**config.mk**
```make
export PLATFORM = sky130hd
export DESIGN_NAME = restoring_divider_flat
export DESIGN_NICKNAME = d
export VERILOG_FILES = /design/src/rtl/restoring_divider_pkg.sv /design/src/rtl/restoring_divider_if.sv /design/src/rtl/restoring_divider_div_step.sv /design/src/rtl/restoring_divider.sv /design/src/flat_wrapper.sv
export SDC_FILE = /design/constraint.sdc
export NUM_CORES = 1
export LEC_CHECK = 0
export CORE_UTILIZATION = 59
export CTS_CLUSTER_DIAMETER = 150
export DETAILED_ROUTE_END_ITERATION = 10
export PLACE_DENSITY = 0.95
export SETUP_SLACK_MARGIN = 0.3
export SYNTH_ARGS = -nofsm -noshare
export SYNTH_HDL_FRONTEND = slang
export SYNTH_HIERARCHICAL = 1
export SYNTH_SLANG_ARGS = --single-unit
export TNS_END_PERCENT = 5
```
**constraint.sdc**
```tcl
create_clock -name Clk -period 4.05 [get_ports Clk]
set_input_delay 0.405 -clock Clk [delete_from_list [all_inputs] [get_ports Clk]]
set_output_delay 0.405 -clock Clk [all_outputs]
set_load 0.05 [all_outputs]
```
**src/rtl/restoring_divider_pkg.sv**
```systemverilog
// Shared constants and types for the sequential restoring divider.
package restoring_divider_pkg;

    localparam int unsigned DIV_WIDTH = 8;

    typedef enum logic [1:0] {
        IDLE = 2'd0,
        CALC = 2'd1,
        DONE = 2'd2
    } div_state_t;

endpackage

```
**src/rtl/restoring_divider_if.sv**
```systemverilog
// Board-facing bundle of the divider: active-low buttons and switches in, result and flags out.
interface restoring_divider_if
    import restoring_divider_pkg::*;
#(
    parameter int unsigned WIDTH = DIV_WIDTH
);
    logic             LoadA;
    logic             LoadB;
    logic             Run;
    logic [WIDTH-1:0] SW;
    logic [WIDTH-1:0] Aval;
    logic [WIDTH-1:0] Bval;
    logic             Busy;
    logic             DivZero;
    logic             Ovf;

    modport master (
        output LoadA, LoadB, Run, SW,
        input  Aval, Bval, Busy, DivZero, Ovf
    );

    modport slave (
        input  LoadA, LoadB, Run, SW,
        output Aval, Bval, Busy, DivZero, Ovf
    );
endinterface

```
**src/rtl/restoring_divider_div_step.sv**
```systemverilog
// One shift-compare-subtract step of restoring division on the {A,B} pair.
module restoring_divider_div_step
    import restoring_divider_pkg::*;
#(
    parameter int unsigned WIDTH = DIV_WIDTH
) (
    input  logic [WIDTH-1:0] a_i,
    input  logic [WIDTH-1:0] b_i,
    input  logic [WIDTH-1:0] d_i,
    output logic [WIDTH-1:0] a_next_o,
    output logic [WIDTH-1:0] b_next_o
);

    logic [WIDTH:0] partial;
    logic [WIDTH:0] divisor_ext;
    logic           fits;

    // partial = {carry-out of A, shifted A with B's MSB entering}
    always_comb begin
        partial     = {a_i, b_i[WIDTH-1]};
        divisor_ext = {1'b0, d_i};
        fits        = (partial >= divisor_ext);
        if (fits) begin
            a_next_o = WIDTH'(partial - divisor_ext);
        end else begin
            a_next_o = partial[WIDTH-1:0];
        end
        b_next_o = {b_i[WIDTH-2:0], fits};
    end

endmodule

```
**src/rtl/restoring_divider.sv**
```systemverilog
// Sequential restoring divider: {Aval,Bval} / D -> quotient in Bval, remainder in Aval.
module restoring_divider
    import restoring_divider_pkg::*;
#(
    parameter int unsigned WIDTH = DIV_WIDTH
) (
    input  logic                Clk,
    input  logic                Reset,
    restoring_divider_if.slave  bus
);

    localparam int unsigned CNT_W = (WIDTH > 1) ? $clog2(WIDTH) : 1;

    div_state_t       state_q, state_d;
    logic [WIDTH-1:0] a_q, a_d;
    logic [WIDTH-1:0] b_q, b_d;
    logic [WIDTH-1:0] div_q, div_d;
    logic [CNT_W-1:0] cnt_q, cnt_d;
    logic             busy_q, busy_d;
    logic             dz_q, dz_d;
    logic             ovf_q, ovf_d;
    logic [WIDTH-1:0] step_a;
    logic [WIDTH-1:0] step_b;

    restoring_divider_div_step #(
        .WIDTH (WIDTH)
    ) u_step (
        .a_i      (a_q),
        .b_i      (b_q),
        .d_i      (div_q),
        .a_next_o (step_a),
        .b_next_o (step_b)
    );

    // Next-state and next-output logic; Busy is precomputed so it is high exactly while in CALC.
    always_comb begin
        state_d = state_q;
        a_d     = a_q;
        b_d     = b_q;
        div_d   = div_q;
        cnt_d   = cnt_q;
        dz_d    = dz_q;
        ovf_d   = ovf_q;
        busy_d  = 1'b0;

        case (state_q)
            IDLE: begin
                if (!bus.LoadA || !bus.LoadB) begin
                    if (!bus.LoadA) a_d = bus.SW;
                    if (!bus.LoadB) b_d = bus.SW;
                end else if (!bus.Run) begin
                    div_d = bus.SW;
                    dz_d  = 1'b0;
                    ovf_d = 1'b0;
                    if (bus.SW == '0) begin
                        dz_d    = 1'b1;
                        state_d = DONE;
                    end else if (a_q >= bus.SW) begin
                        ovf_d   = 1'b1;
                        state_d = DONE;
                    end else begin
                        cnt_d   = '0;
                        state_d = CALC;
                        busy_d  = 1'b1;
                    end
                end
            end
            CALC: begin
                a_d   = step_a;
                b_d   = step_b;
                cnt_d = cnt_q + CNT_W'(1);
                if (cnt_q == CNT_W'(WIDTH - 1)) begin
                    state_d = DONE;
                end else begin
                    busy_d = 1'b1;
                end
            end
            DONE: begin
                // Wait for Run release so a held button never retriggers.
                if (bus.Run) state_d = IDLE;
            end
            default: state_d = IDLE;
        endcase
    end

    always_ff @(posedge Clk or negedge Reset) begin
        if (!Reset) begin
            state_q <= IDLE;
            a_q     <= '0;
            b_q     <= '0;
            div_q   <= '0;
            cnt_q   <= '0;
            busy_q  <= 1'b0;
            dz_q    <= 1'b0;
            ovf_q   <= 1'b0;
        end else begin
            state_q <= state_d;
            a_q     <= a_d;
            b_q     <= b_d;
            div_q   <= div_d;
            cnt_q   <= cnt_d;
            busy_q  <= busy_d;
            dz_q    <= dz_d;
            ovf_q   <= ovf_d;
        end
    end

    assign bus.Aval    = a_q;
    assign bus.Bval    = b_q;
    assign bus.Busy    = busy_q;
    assign bus.DivZero = dz_q;
    assign bus.Ovf     = ovf_q;

endmodule
```
**src/flat_wrapper.sv**
```systemverilog
// flat-port wrapper written by rule: the top's interface ports become plain ports
module restoring_divider_flat import restoring_divider_pkg::*;
#(
    parameter int unsigned WIDTH = DIV_WIDTH
)
  (Clk, Reset, bus_LoadA, bus_LoadB, bus_Run, bus_SW, bus_Aval, bus_Bval, bus_Busy, bus_DivZero, bus_Ovf);
  restoring_divider_if #(.WIDTH(WIDTH)) bus_i ();
  input  logic Clk;
  input  logic Reset;
  input wire logic [$bits(bus_i.LoadA)-1:0] bus_LoadA;
  input wire logic [$bits(bus_i.LoadB)-1:0] bus_LoadB;
  input wire logic [$bits(bus_i.Run)-1:0] bus_Run;
  input wire logic [$bits(bus_i.SW)-1:0] bus_SW;
  output wire logic [$bits(bus_i.Aval)-1:0] bus_Aval;
  output wire logic [$bits(bus_i.Bval)-1:0] bus_Bval;
  output wire logic [$bits(bus_i.Busy)-1:0] bus_Busy;
  output wire logic [$bits(bus_i.DivZero)-1:0] bus_DivZero;
  output wire logic [$bits(bus_i.Ovf)-1:0] bus_Ovf;
  assign bus_i.LoadA = bus_LoadA;
  assign bus_i.LoadB = bus_LoadB;
  assign bus_i.Run = bus_Run;
  assign bus_i.SW = bus_SW;
  assign bus_Aval = bus_i.Aval;
  assign bus_Bval = bus_i.Bval;
  assign bus_Busy = bus_i.Busy;
  assign bus_DivZero = bus_i.DivZero;
  assign bus_Ovf = bus_i.Ovf;
  restoring_divider #(.WIDTH(WIDTH)) u_core (.Clk(Clk), .Reset(Reset), .bus(bus_i));
endmodule
```
; Word-level counts from Yosys, hierarchy flattened
; Cells that the tools add are included.
[word_totals]
out_inout_bits = 19
reg_bits = 32
[op_classes]
order_cmp = 2
bitwise_logic = 2
eq_ne = 12
mux = 28
n_addsub = 2
reduce_logical = 11
[ops]
columns = cell, count
row1 = $mux 8, 5
row2 = $pmux 8 s2, 2
row3 = $ne 2x2->1 const B, 7
row4 = $mux 2, 6
row5 = $mux 3, 4
row6 = $ge 9x8->1, 1
row7 = $reduce_and 3->1, 3
row8 = $ge 8x8->1, 1
row9 = $logic_not 8->1, 1
row10 = $mux 1, 8
row11 = $sub 8x8->8, 1
row12 = $pmux 2 s3, 1
row13 = $pmux 3 s2, 1
row14 = $reduce_and 5->1, 1
row15 = $ne 2x1->1 const B, 2
row16 = $reduce_and 4->1, 1
row17 = $add 3x1->3 const B, 1
row18 = $eq 3x3->1 const B, 1
row19 = $eq 2x1->1 const B, 1
row20 = $eq 2x2->1 const B, 1
row21 = $logic_not 1->1, 2
row22 = $logic_not 2->1, 1
row23 = $not 1->1, 2
row24 = $pmux 1 s2, 1
row25 = other kinds (2), 2

; Longest topological paths before layout
[depth]
word_depth = 6
depth_mapped = 11

; By module
; The synthesis kept the hierarchy.
[modules_own_cells]
columns = mod, seq_area_each_um2, cells_per_inst, instances, area_each_um2
row1 = restoring_divider, 800.8, 158, 1, 1670.4
row2 = restoring_divider_div_step, 0.0, 76, 1, 593.1

; Worst setup path before layout
; OpenSTA, ideal clock, no wires.
[synth_path]
path_type = register to register
startpoint = register u_core.b_q[7] (netlist: u_core/bus.Bval[7])
endpoint = register u_core.a_q[6] (netlist: u_core/bus.Aval[6])
path_buffers = 0
path_stages_with_launch = 11
period_less_slack_ps = 2618
setup_time_ps = 133
slack_ps = 1432
arrival_ps = 2485
t_required_ps = 3917
cell_sequence = dfrtp_1 -> inv_1 -> ha_1 -> fa_1 -> nor2b_1 -> o31a_2 -> nor4_1 -> a311o_1 -> mux2_2 -> a22oi_1 -> o21ai_0
[synth_via]
elab_chain_cells = 3
[synth_rtl]
columns = element, line_no
row1 = start: declaration, restoring_divider.sv:16  ; logic [WIDTH-1:0] b_q, b_d;
row2 = start signal: assignment, restoring_divider.sv:90  ; b_q <= '0;
row3 = start signal: assignment, restoring_divider.sv:99  ; b_q <= b_d;
row4 = $sub 8x8->8 / $ge 9x8->1 (equally long branches), "restoring_divider_div_step.sv:24, restoring_divider_div_step.sv:22"
row5 = $mux 8 (*), restoring_divider_div_step.sv:23  ; if (fits) begin
row6 = named net u_core.step_a[6], restoring_divider.sv:22  ; logic [WIDTH-1:0] step_a;
row7 = $pmux 8 s2 (*), restoring_divider.sv:46  ; case (state_q)
row8 = end signal: assignment, restoring_divider.sv:89  ; a_q <= '0;
row9 = end signal: assignment, restoring_divider.sv:98  ; a_q <= a_d;
row10 = end: declaration, restoring_divider.sv:15  ; logic [WIDTH-1:0] a_q, a_d;
; The timed path passes the listed nets; every way through them passes the cells marked *.
; A chain may end at the register's enable or synchronous reset.

; Worst setup path after layout
[layout_path]
startpoint = register u_core.a_q[2] (netlist: u_core/bus.Aval[2])
endpoint = register u_core.a_q[4] (netlist: u_core/bus.Aval[4])
[layout_via]
elab_chain_cells = 3
[layout_rtl]
columns = element, line_no
row1 = $sub 8x8->8 / $ge 9x8->1 (equally long branches), "restoring_divider_div_step.sv:24, restoring_divider_div_step.sv:22"
row2 = $mux 8 (*), restoring_divider_div_step.sv:23
row3 = named net u_core.step_a[4], restoring_divider.sv:22
row4 = $pmux 8 s2 (*), restoring_divider.sv:46
; Marks and branches as above.

==> results <==
- For this run, the register share of the synthesized area comes to 0.354.
- Setup slack on the worst reg-to-reg path comes out at 1480 ps.
- For the pin with the worst max-slew slack, the measured transition is 1270 ps.
- The synthesized design contains 0 enable-type register cells.
- During I/O placement, the number of pins put on the boundary was 32.
- The number of H-tree levels is 2.
- The post-CTS repair timing setup buffer count is 0.
- The worst setup skew after layout is 4.34 ps.
- The number of optimization iterations in the first detailed-route pass is 4.
- The simple-gate share of the synthesized area is 0.0962.
- The row count is 22.
- The setup path with the least slack is of type register to register.
- In the finished design, the share of the clock period the worst path needs comes to 0.634.
- The total congestion overflow is 0.
- The share of synthesized flip-flops with an asynchronous set or reset is 1.00.
- The global-route usage over all layers is 0.300.
- The area fraction in compound gates after synthesis was 0.263.
- After clock tree synthesis, the clock-pin slew on the worst setup and hold paths is 70 ps.
- The initial core utilization is 0.618.
- The number of nets still failing antenna checks after routing is 0.
- The via count normalized by instance count is 6.37.
- The clock insertion delay at the later pin of the skew report is 300 ps.
- By area, the combinational part of the netlist is dominated by compound AO/OA/AOI/OAI gates.
- The min-delay analysis places its worst path in the category primary input to asynchronous set/reset pin.
- Entering global routing, the biggest net connects 33 pins.
- From bottom edge to top edge, the die measures 63.9 um.
- The run finished with clean final reports.
- Counting along the longest clock path gives a buffer depth of 2.
- The post-synthesis instance area is 2260 sq um.
- The final layout net count is 287.
- After legalization and detailed placement, the total HPWL measured 3830 um.
- In this run the tightest slew margin relative to its limit is 0.149.
- The number of slew-limit violations in the final report was 0.
- For this run, design rule violations remaining after detail routing come to 0.
- The placer's final routability congestion estimate is 0.890.
- After detailed routing, the total wire length is 5500 um.
- The core footprint is 3660 sq um.
- In this run the mean area of a mapped cell was 9.67 sq um.
- The setup violation total in the final timing report is 0.
- Adding up every negative setup slack in the final design gives 0 ps.
- The die boundary width is 63.9 um.
- Setup repair after global routing left no endpoint under its margin.
- The repair_antennas step left the layout with diodes totalling 0.
- The adder-cell share of the synthesized area is 0.108.
- The endpoint kind of the worst setup timing path is a register.
- The clock sink total is 32.
- Derived from the worst setup path, the maximum achievable clock frequency is 390 MHz.
- The number of global-route vias before repair came to 1888.
- The violation count after the first detailed-route iteration is 170.
- STA puts the critical path data arrival time at 2720 ps.
- The most used flip-flop cell after synthesis is sky130_fd_sc_hd__dfrtp_1.
- After clock tree synthesis, the repair step resized 0 gates.
- The number of hold violations in the final report is 0.
- Of the cells placed in the final design, the portion with a size suffix greater than 1 is 0.137.
- The utilization after layout is 0.714.
- TritonCTS built the clock tree.
- After clock tree synthesis, the flow added hold-fix buffers numbering 0.
- In this run, distinct cell masters in the synthesized netlist total 49.
- During placement, the flow inserted port buffers numbering 31.
- The yosys synthesis warning count is 6.
- The final period demand of the worst path is 2570 ps.
- Counting every net in the synthesized netlist gives 266.
- The portion of netlist area occupied by mux cells is 0.0785.
- The first-pass GRT wire length is 9260 um.
- The vias after detailed routing is 1935.
- The register bit total from synthesis is 32.
- The worst setup path is launched from a register.
- The fraction of synthesized cell area in xor and xnor cells is 0.0116.
- The die outline area is 4090 sq um.
- Dividing the detail-routed wire length by the instance count gives 18.1 um.
- The initial antenna violation count is 0.
- The layout overhead on the synthesized area is 15.5%.
- In this run the worst path has a maximum fanout of 8.
- The max-capacitance violation count is 0.
- The synthesized netlist cell count is 234.
- The required time at the endpoint of the critical path is 4200 ps.
- Clock tree synthesis inserted a total of 5 buffers.
- The tree is rooted in a sky130_fd_sc_hd__clkbuf_8.
-- flip-flops by register name, indices dropped and copies added (netlist names) --
name                flops
u_core/bus.Aval         8
u_core/bus.Busy         1
u_core/bus.Bval         8
u_core/bus.DivZero      1
u_core/bus.Ovf          1
u_core/cnt_q            3
u_core/div_q            8
u_core/state_q          2
-- layout make-up --
cell class,instances,area (sq um)
multi-input cells,161,1260
fillers,283,1050
flip-flops and latches,32,801
repair buffers,32,318
inverters,23,86.3
clock buffers,5,68.8
well taps,48,60.1
clock inverters,3,18.8
-- placed cells by master, fill, tap and decap left out, drive strengths merged, types with 7 or more instances in the layout --
master / instances
a21oi: 13
o21ai: 24
nor2: 11
nand2: 7
mux2: 14
dfrtp: 32
inv: 23
a22oi: 30
clkdlybuf4s50: 31
ha: 18
-- path summary, 6_finish.rpt --
kind,end,startpoint,cells past startpoint
hold / removal,u_core/div_q[4]$_DFFE_PN0P_,Reset,2
hold reg to reg,u_core/div_q[6]$_DFFE_PN0P_,u_core/div_q[6]$_DFFE_PN0P_,1
setup reg to reg,u_core/bus.Aval[4]$_DFFE_PN0P_,u_core/bus.Aval[2]$_DFFE_PN0P_,8
min in group Clk,u_core/div_q[6]$_DFFE_PN0P_,u_core/div_q[6]$_DFFE_PN0P_,1
setup / recovery,u_core/bus.Aval[4]$_DFFE_PN0P_,u_core/bus.Aval[2]$_DFFE_PN0P_,8
max in group asynchronous,u_core/div_q[5]$_DFFE_PN0P_,Reset,2
-- metal layers --
| metal | vias up | wire, um | share of wire | GRT usage |
|---|---|---|---|---|
| li1 | 893 | - | - | - |
| met1 | 936 | 2270 | 0.41 | 0.386 |
| met2 | 86 | 2700 | 0.49 | 0.488 |
| met3 | 20 | 378 | 0.069 | 0.0643 |
| met4 | 0 | 148 | 0.027 | 0.122 |
| met5 | - | 0 | 0 | 0 |
-- worst max-delay path: stages (launching register included) --
cell and delay (ps):
sky130_fd_sc_hd__dfrtp_1 450, sky130_fd_sc_hd__ha_1 390, sky130_fd_sc_hd__a21o_1 210, sky130_fd_sc_hd__a21oi_2 170, sky130_fd_sc_hd__o21ai_2 90, sky130_fd_sc_hd__a41oi_4 390, sky130_fd_sc_hd__mux2_2 400, sky130_fd_sc_hd__a22oi_1 190
sky130_fd_sc_hd__o21ai_0 120
-- kinds of logic (layout without fill, tap and decap cells) --
group,after synthesis,after routing
AO/OA/AOI/OAI,85,85
buffers and inverters,41,63
AND/OR/NAND/NOR,38,38
flip-flops,32,32
adder cells (fa/ha/maj),19,19
multiplexers,16,16
XOR/XNOR,3,3
-- metrics by stage --
step	hold slack (ps)	worst slack, ps	area [sq um]	cells
6_report	502	1480	2610	304
5_1_grt	532	1390	2610	304
4_1_cts	503	1500	2610	304
3_5_place_dp	475	1520	2530	296
3_3_place_gp	471	1550	2530	296
2_1_floorplan	109	1430	2260	234
-- synthesized netlist by cell type (all sizes together), types with 2 or more instances --
cell,count,area share
mux2,14,0.070
o21a,2,0.0066
nor2,11,0.022
dfrtp,32,0.35
mux2i,2,0.0088
a22oi,30,0.10
ha,18,0.10
buf,12,0.041
nand2,7,0.012
xnor2,2,0.0077
nor3b,2,0.0066
clkbuf,6,0.0099
o2bb2ai,2,0.0077
nor3,3,0.012
nand2b,2,0.0055
o21ai,24,0.055
a21oi,13,0.034
nand3,4,0.011
or3,2,0.0055
a21o,4,0.013
or4,2,0.0083
inv,23,0.038
Power is not shown: default switching activity piles up to over one toggle a cycle in this logic, so the estimate is an artifact.
